$ cat config.mk
export PLATFORM = sky130hd
export DESIGN_NAME = mem_access_stage_flat
export DESIGN_NICKNAME = d
export VERILOG_FILES = /design/src/rtl/mem_access_stage_if.sv /design/src/rtl/mem_access_stage.sv /design/src/flat_wrapper.sv
export SDC_FILE = /design/constraint.sdc
export NUM_CORES = 1
export LEC_CHECK = 0
export BUFFER_PORTS_ARGS = -buffer_cell sky130_fd_sc_hd__buf_2
export CORE_UTILIZATION = 30
export CTS_BUF_LIST = sky130_fd_sc_hd__clkbuf_16
export CTS_CLUSTER_SIZE = 40
export DETAILED_ROUTE_END_ITERATION = 10
export SLEW_MARGIN = 40
export SYNTH_ARGS = -nofsm -noshare
export SYNTH_HDL_FRONTEND = slang
export SYNTH_SLANG_ARGS = --single-unit
$ cat constraint.sdc
create_clock -name clk -period 1.85 [get_ports clk]
set_input_delay 0.0925 -clock clk [delete_from_list [all_inputs] [get_ports clk]]
set_output_delay 0.0925 -clock clk [all_outputs]
set_load 0.1 [all_outputs]
$ cat src/rtl/mem_access_stage_if.sv
// ============================================================================
//  Module  : mem_access_stage_if
//  Purpose : data-memory req/gnt/rvalid bus between the MEM stage and memory
//  Revision: 1.0 - initial release
// ============================================================================
`default_nettype none

interface mem_access_stage_if;
  logic        dmem_req;
  logic        dmem_we;
  logic [31:0] dmem_addr;
  logic [3:0]  dmem_be;
  logic [31:0] dmem_wdata;
  logic        dmem_gnt;
  logic        dmem_rvalid;
  logic [31:0] dmem_rdata;

  modport master (
    output dmem_req, dmem_we, dmem_addr, dmem_be, dmem_wdata,
    input  dmem_gnt, dmem_rvalid, dmem_rdata
  );

  modport slave (
    input  dmem_req, dmem_we, dmem_addr, dmem_be, dmem_wdata,
    output dmem_gnt, dmem_rvalid, dmem_rdata
  );
endinterface

`default_nettype wire

$ cat src/rtl/mem_access_stage.sv
// ============================================================================
//  Module  : mem_access_stage
//  Purpose : MEM pipeline stage; runs loads/stores over req/gnt/rvalid bus
//  Revision: 1.0 - initial release
// ============================================================================
`default_nettype none

module mem_access_stage #(
  parameter int unsigned TIMEOUT = 64
) (
  input  wire logic            clk,
  input  wire logic            rst_n,
  input  wire logic [31:0]     alu_out_i,
  input  wire logic [31:0]     rs2_data_i,
  input  wire logic [6:0]      opcode_i,
  input  wire logic [2:0]      funct3_i,
  input  wire logic [6:0]      funct7_i,
  input  wire logic [4:0]      rd_i,
  output logic                 stall_o,
  mem_access_stage_if.master   dmem,
  output logic [31:0]          alu_out_o,
  output logic [6:0]           opcode_o,
  output logic [2:0]           funct3_o,
  output logic [6:0]           funct7_o,
  output logic [4:0]           rd_o,
  output logic [31:0]          load_out_o,
  output logic                 misalign_o,
  output logic                 bus_err_o
);

  localparam logic [6:0] c_OP_LOAD    = 7'b0000011;
  localparam logic [6:0] c_OP_STORE   = 7'b0100011;
  localparam logic [6:0] c_OPCODE_NOP = 7'b0010011;
  localparam logic [2:0] c_FUNCT3_NOP = 3'b000;
  localparam logic [6:0] c_FUNCT7_NOP = 7'b0000000;

  typedef enum logic [1:0] {
    S_IDLE = 2'd0,
    S_REQ  = 2'd1,
    S_RESP = 2'd2
  } state_t;

  state_t      r_state, w_next;
  logic [31:0] r_addr, r_rs2, r_cnt;
  logic [6:0]  r_opcode, r_funct7;
  logic [2:0]  r_funct3;
  logic [4:0]  r_rd;

  logic        w_is_mem, w_misalign, w_timeout;
  logic [1:0]  w_a;
  logic [7:0]  w_byte;
  logic [15:0] w_half;
  logic [31:0] w_load_fmt, w_wdata;
  logic [3:0]  w_be;

  assign w_is_mem   = (opcode_i == c_OP_LOAD) || (opcode_i == c_OP_STORE);
  assign w_misalign = ((funct3_i[1:0] == 2'b01) && alu_out_i[0]) ||
                      ((funct3_i[1:0] == 2'b10) && (alu_out_i[1:0] != 2'b00));
  assign w_timeout  = (TIMEOUT != 0) && (r_cnt == TIMEOUT - 1);

  assign w_a    = r_addr[1:0];
  assign w_byte = dmem.dmem_rdata[{w_a, 3'b000} +: 8];
  assign w_half = w_a[1] ? dmem.dmem_rdata[31:16] : dmem.dmem_rdata[15:0];

  always_comb begin
    case (r_funct3)
      3'b000:  w_load_fmt = {{24{w_byte[7]}}, w_byte};
      3'b001:  w_load_fmt = {{16{w_half[15]}}, w_half};
      3'b100:  w_load_fmt = {24'd0, w_byte};
      3'b101:  w_load_fmt = {16'd0, w_half};
      default: w_load_fmt = dmem.dmem_rdata;
    endcase
  end

  always_comb begin
    w_be    = 4'b1111;
    w_wdata = r_rs2;
    if (r_opcode == c_OP_STORE) begin
      case (r_funct3[1:0])
        2'b00: begin
          w_be    = 4'b0001 << w_a;
          w_wdata = {4{r_rs2[7:0]}};
        end
        2'b01: begin
          w_be    = w_a[1] ? 4'b1100 : 4'b0011;
          w_wdata = {2{r_rs2[15:0]}};
        end
        default: ;
      endcase
    end
  end

  // Bus side is gated by rst_n so an asynchronous reset silences it immediately.
  assign dmem.dmem_addr  = rst_n ? {r_addr[31:2], 2'b00} : 32'd0;
  assign dmem.dmem_be    = rst_n ? w_be : 4'd0;
  assign dmem.dmem_wdata = rst_n ? w_wdata : 32'd0;
  assign dmem.dmem_we    = rst_n && (r_opcode == c_OP_STORE);

  always_ff @(posedge clk or negedge rst_n) begin
    if (!rst_n) begin
      r_state  <= S_IDLE;
      r_cnt    <= 32'd0;
      r_addr   <= 32'd0;
      r_rs2    <= 32'd0;
      r_opcode <= 7'd0;
      r_funct3 <= 3'd0;
      r_funct7 <= 7'd0;
      r_rd     <= 5'd0;
    end else begin
      r_state <= w_next;
      r_cnt   <= (r_state == S_RESP && w_next == S_RESP) ? r_cnt + 32'd1 : 32'd0;
      if (r_state == S_IDLE && w_is_mem) begin
        r_addr   <= alu_out_i;
        r_rs2    <= rs2_data_i;
        r_opcode <= opcode_i;
        r_funct3 <= funct3_i;
        r_funct7 <= funct7_i;
        r_rd     <= rd_i;
      end
    end
  end

  always_comb begin
    w_next        = r_state;
    stall_o       = 1'b0;
    dmem.dmem_req = 1'b0;
    misalign_o    = 1'b0;
    bus_err_o     = 1'b0;
    alu_out_o     = 32'd0;
    opcode_o      = c_OPCODE_NOP;
    funct3_o      = c_FUNCT3_NOP;
    funct7_o      = c_FUNCT7_NOP;
    rd_o          = 5'd0;
    load_out_o    = 32'd0;
    if (rst_n) begin
      case (r_state)
        S_IDLE: begin
          if (!w_is_mem || w_misalign) begin
            alu_out_o  = alu_out_i;
            opcode_o   = opcode_i;
            funct3_o   = funct3_i;
            funct7_o   = funct7_i;
            rd_o       = w_is_mem ? 5'd0 : rd_i;
            misalign_o = w_is_mem;
          end else begin
            stall_o = 1'b1;
            w_next  = S_REQ;
          end
        end
        S_REQ: begin
          dmem.dmem_req = 1'b1;
          stall_o       = 1'b1;
          if (dmem.dmem_gnt) w_next = S_RESP;
        end
        S_RESP: begin
          if (dmem.dmem_rvalid || w_timeout) begin
            alu_out_o  = r_addr;
            opcode_o   = r_opcode;
            funct3_o   = r_funct3;
            funct7_o   = r_funct7;
            w_next     = S_IDLE;
            if (dmem.dmem_rvalid) begin
              rd_o       = r_rd;
              load_out_o = (r_opcode == c_OP_LOAD) ? w_load_fmt : 32'd0;
            end else begin
              bus_err_o = 1'b1;
            end
          end else begin
            stall_o = 1'b1;
          end
        end
        default: w_next = S_IDLE;
      endcase
    end
  end

endmodule

`default_nettype wire

$ cat src/flat_wrapper.sv
// flat-port wrapper written by rule: the top's interface ports become plain ports
module mem_access_stage_flat 
#(
  parameter int unsigned TIMEOUT = 64
)
  (clk, rst_n, alu_out_i, rs2_data_i, opcode_i, funct3_i, funct7_i, rd_i, stall_o, alu_out_o, opcode_o, funct3_o, funct7_o, rd_o, load_out_o, misalign_o, bus_err_o, dmem_dmem_req, dmem_dmem_we, dmem_dmem_addr, dmem_dmem_be, dmem_dmem_wdata, dmem_dmem_gnt, dmem_dmem_rvalid, dmem_dmem_rdata);
  mem_access_stage_if dmem_i ();
  input  wire logic clk;
  input  wire logic rst_n;
  input  wire logic [31:0] alu_out_i;
  input  wire logic [31:0] rs2_data_i;
  input  wire logic [6:0] opcode_i;
  input  wire logic [2:0] funct3_i;
  input  wire logic [6:0] funct7_i;
  input  wire logic [4:0] rd_i;
  output logic stall_o;
  output logic [31:0] alu_out_o;
  output logic [6:0] opcode_o;
  output logic [2:0] funct3_o;
  output logic [6:0] funct7_o;
  output logic [4:0] rd_o;
  output logic [31:0] load_out_o;
  output logic misalign_o;
  output logic bus_err_o;
  output wire logic [$bits(dmem_i.dmem_req)-1:0] dmem_dmem_req;
  output wire logic [$bits(dmem_i.dmem_we)-1:0] dmem_dmem_we;
  output wire logic [$bits(dmem_i.dmem_addr)-1:0] dmem_dmem_addr;
  output wire logic [$bits(dmem_i.dmem_be)-1:0] dmem_dmem_be;
  output wire logic [$bits(dmem_i.dmem_wdata)-1:0] dmem_dmem_wdata;
  input wire logic [$bits(dmem_i.dmem_gnt)-1:0] dmem_dmem_gnt;
  input wire logic [$bits(dmem_i.dmem_rvalid)-1:0] dmem_dmem_rvalid;
  input wire logic [$bits(dmem_i.dmem_rdata)-1:0] dmem_dmem_rdata;
  assign dmem_dmem_req = dmem_i.dmem_req;
  assign dmem_dmem_we = dmem_i.dmem_we;
  assign dmem_dmem_addr = dmem_i.dmem_addr;
  assign dmem_dmem_be = dmem_i.dmem_be;
  assign dmem_dmem_wdata = dmem_i.dmem_wdata;
  assign dmem_i.dmem_gnt = dmem_dmem_gnt;
  assign dmem_i.dmem_rvalid = dmem_dmem_rvalid;
  assign dmem_i.dmem_rdata = dmem_dmem_rdata;
  mem_access_stage #(.TIMEOUT(TIMEOUT)) u_core (.clk(clk), .rst_n(rst_n), .alu_out_i(alu_out_i), .rs2_data_i(rs2_data_i), .opcode_i(opcode_i), .funct3_i(funct3_i), .funct7_i(funct7_i), .rd_i(rd_i), .stall_o(stall_o), .dmem(dmem_i), .alu_out_o(alu_out_o), .opcode_o(opcode_o), .funct3_o(funct3_o), .funct7_o(funct7_o), .rd_o(rd_o), .load_out_o(load_out_o), .misalign_o(misalign_o), .bus_err_o(bus_err_o));
endmodule
==> summary.md <==
| Metric | Value |
|---|---|
| Yosys top cell area share | `40.6%` |
| FF-to-FF End | `u_core.r_cnt[2]$_DFF_PN0_` |
| Initial core utilization | `30.5%` |
| DR pass1 iterations | `5` |
| Syn Inst Count | `818` |
| Final Setup Violations | `178` |
| Filler Cells Inserted | `1800` |
| Seq pwr share | `24.0%` |
| Pin count of the biggest net entering global routing | `89` |
| Fin util | `64.7%` |
| Critical Path, Cell by Cell | `nor4_2, nand3_1, or4_4, nand2b_4, clkbuf_16, a21oi_4, buf_12` |
| Clock latency on the worst-skew pair | `0.42 ns` |
| Clock tree buffer depth | `2` |
| Peak supply drop | `665 uV` |
| Post-synth cell types | `51` |
| Register area | `3000 um2` |
| Cts bufs inserted | `17` |
| Clock power frac | `20.5%` |
| Worst Hold Depth | `3` |
| I/O Pins | `281` |
| Most frequent cell after synthesis | `dfrtp_1` |
| Length in cells of the worst reg-to-reg path | `11` |
| WL/cell | `18.6 um` |
| Hold Fails Final Rpt | `0` |
| HP Start | `opcode_i[0]` |
| Max incr delay on CP | `0.53 ns` |
| Mapped Area | `7390 um2` |
| Final non-filler cell area | `15700 um2` |
| Total placed instance area | `13600 um2` |
| Max-slew violation count | `0` |
| Relative slew slack | `57.9%` |
| Overflow after GRT | `0` |
| Violated checks | `negative setup slack` |
| HPWL after DPL | `20.0 mm` |
| Area Growth Syn to Fin | `112%` |
| Worst Hold Slack | `0.279 ns` |
| Min-delay worst type | `primary input to flop` |
| GP Congestion | `0.848` |
| Status | `finished, violations left` |
| Slack of the critical path | `-0.787 ns` |
| Largest area contributor in the synthesized netlist | `dfrtp_1` |
| Setup CP Type | `flop to output port` |
| Max-cap violations | `0` |
| Slowest CP cell | `or4_4` |
| Global-route usage over all layers | `23.6%` |
| Switching share of total power | `44.8%` |
| WP data arrival | `2.54 ns` |
| Max Freq | `379 MHz` |
| Sw power | `6270 uW` |
| Setup crit end kind | `output port` |
| Tightest Pin Transition | `0.631 ns` |
| Period utilization | `143%` |
| Root Driver | `clkbuf_16` |
| Vias | `8134` |
| Clock Sinks | `120` |
| EDFF count, synth | `0` |
| Largest cells by area after synthesis | `dfrtp_1 (41%), mux2_2 (12%), o211ai_1 (5.0%)` |
| Post-synthesis sequential area ratio | `40.6%` |
| CTS tree | `done` |
| Initial antenna violation count | `2` |
| Final TNS setup | `-90.22 ns` |
| Post-synth top cells | `dfrtp_1 (120), mux2_2 (82), nor2_1 (78)` |
| Share of cells above drive strength 1 | `54.8%` |
| Final setup skew | `0.0100 ns` |
| Cell row count | `57` |
| Die W | `159 um` |
| Post-route antenna net violation count | `0` |
| Static leakage | `0.00666 uW` |
| Vias in the first global route | `8696` |
| Clock slew at reported path FFs | `0.06 ns` |
| Die height | `159 um` |
| Syn. warnings | `0` |
| Worst hold endpoint | `u_core.r_opcode[4]$_DFFE_PN0P_` |
| Yosys reg bits | `120` |
| First-pass GRT wire length | `47.4 mm` |
| Avg Inst Size Synth | `9.04 um2` |
| Crit-path max FO | `8` |
| Die ar. | `25300 um2` |
| Worst reg-to-reg setup slack | `-0.42 ns` |
| Area of the multi-input gates | `5630 um2` |
| Cell internal pwr | `7710 uW` |
| Number of vias per cell | `5.08` |
| Input/output buffers | `278` |
| Nets | `1384` |
| CP Launch Type | `flop` |
| Post-synth top flop | `dfrtp_1` |
| DRC errors left | `0` |
| Comb pwr share | `55.5%` |
| Final wirelength | `29.7 mm` |
| Worst path bufs/invs | `2` |
| # H-tree levels | `4` |
| Reg2Reg Launch Point | `u_core.r_cnt[16]$_DFF_PN0_` |
| Core Area | `24200 um2` |
| Pwr Density | `891 nW/um2` |
| Synth async-reset ratio | `100%` |
| Tmin final | `2.64 ns` |
| CP required | `1.76 ns` |
| Unrepaired setup endpoints after global routing | `yes` |
| Top Family by Delay on Critical Path | `simple AND/OR/NAND/NOR gates` |
| DRT iter0 DRCs | `415` |
==> worst reg2reg max path: stages, from the launching register on <==
cell and delay [ns]:
dfrtp_1 0.39, nor4_2 0.30, nand4_1 0.21, nor3_4 0.25, buf_12 0.18, buf_6 0.12
buf_6 0.10, buf_6 0.09, a2bb2oi_4 0.17, buf_6 0.15, buf_12 0.13, nor2_1 0.05
==> placed cells by master, fill, tap and decap left out, drive strengths merged, types with 2 or more instances in the layout <==
| cell type | netlist | routed |
|---|---|---|
| buf | 24 | 412 |
| dfrtp | 120 | 120 |
| mux2 | 82 | 82 |
| dlygate4sd3 | 0 | 82 |
| nor2 | 78 | 78 |
| nand2 | 76 | 76 |
| a21oi | 72 | 72 |
| o211ai | 49 | 49 |
| and2 | 45 | 45 |
| inv | 36 | 40 |
| mux2i | 24 | 24 |
| xor2 | 22 | 22 |
| clkbuf | 50 | 18 |
| nand3 | 15 | 15 |
| nor3 | 13 | 13 |
| o21ai | 12 | 12 |
| nor4 | 12 | 12 |
| nand4 | 10 | 10 |
| and3 | 9 | 9 |
| a211oi | 8 | 8 |
| a221oi | 8 | 8 |
| clkinv | 0 | 8 |
| and4 | 7 | 7 |
| xnor2 | 7 | 7 |
| o22ai | 7 | 7 |
| a22oi | 5 | 5 |
| nand2b | 5 | 5 |
| a21o | 3 | 3 |
| clkinvlp | 0 | 3 |
| diode | 0 | 2 |
| conb | 1 | 2 |
| bufbuf | 0 | 2 |
| or4 | 2 | 2 |
==> power groups by stage <==
stage               Clock [uW]  Sequential, uW  Combinational (uW)
finish                    2860            3360                7760
global route              3040            3400                8040
CTS                       2920            3350                7860
detailed placement           0            3350                7090
global placement             0            3330                7030
floorplan                    0            3260                4730
==> sequential cells by signal (all words and copies together) (netlist names) <==
signal,flops
u_core.r_rd,5
u_core.r_opcode,7
u_core.r_funct3,3
u_core.r_funct7,7
u_core.r_addr,32
u_core.r_rs2,32
u_core.r_cnt,32
u_core.r_state,2
==> how the worst max path moves through the flow <==
stage / slack [ns] / end / cells past startpoint / start
2_1_floorplan: -0.68 / load_out_o[14] / 6 / u_core.r_opcode[6]$_DFFE_PN0P_
3_5_place_dp: -0.51 / load_out_o[17] / 7 / u_core.r_opcode[6]$_DFFE_PN0P_
4_1_cts: -0.75 / load_out_o[17] / 7 / u_core.r_opcode[3]$_DFFE_PN0P_
6_report: -0.79 / load_out_o[16] / 7 / u_core.r_opcode[3]$_DFFE_PN0P_
5_1_grt: -0.83 / load_out_o[30] / 7 / u_core.r_opcode[3]$_DFFE_PN0P_
3_3_place_gp: -0.46 / load_out_o[22] / 7 / u_core.r_opcode[6]$_DFFE_PN0P_
==> routing by layer <==
layer	GRT usage (%)	wire length [um]	up-vias
met2	41.8	15400	279
met1	27.8	11800	4052
li1	-	-	3755
met4	8.83	748	0
met5	0	0	-
met3	5.42	1760	48
==> kinds of logic (layout without fill, tap and decap cells) <==
logic type	after synthesis	after routing	share of synthesized area, %
AOI/OAI and AO/OA	172	172	15.3
xor gates and xnor gates	29	29	3.44
adders and majority gates	1	1	0.169
buffers and inverters	110	565	6.09
DFF	120	120	40.6
muxes	107	107	16.0
other	1	4	0.0507
and+or+nand+nor	278	278	18.3
==> timing repair <==
action	CTS	global route
setup buffers	29	4
hold buffers	82	1
endpoints found under the hold margin	201	120
gates resized for setup	79	19
endpoints found under the setup margin	150	190
cloned	10	1
pin swaps	26	23
==> through the flow <==
stage	std cells	setup slack (ns)	power (uW)
6_report	1600	-0.787	14000
3_3_place_gp	1452	-0.458	10400
4_1_cts	1602	-0.751	14100
5_1_grt	1600	-0.834	14500
2_1_floorplan	819	-0.683	7990
3_5_place_dp	1452	-0.505	10400
==> final cells by class <==
class	count	share of cell area (%)
antenna	2	0.0319
clock buffer	17	2.71
clock inverter	15	0.478
inverter	36	0.893
multi-input combinational	589	35.9
sequential	120	19.1
tap	324	2.58
timing repair buffer	497	38.3
No activity file was read; power rests on OpenSTA's default activity.
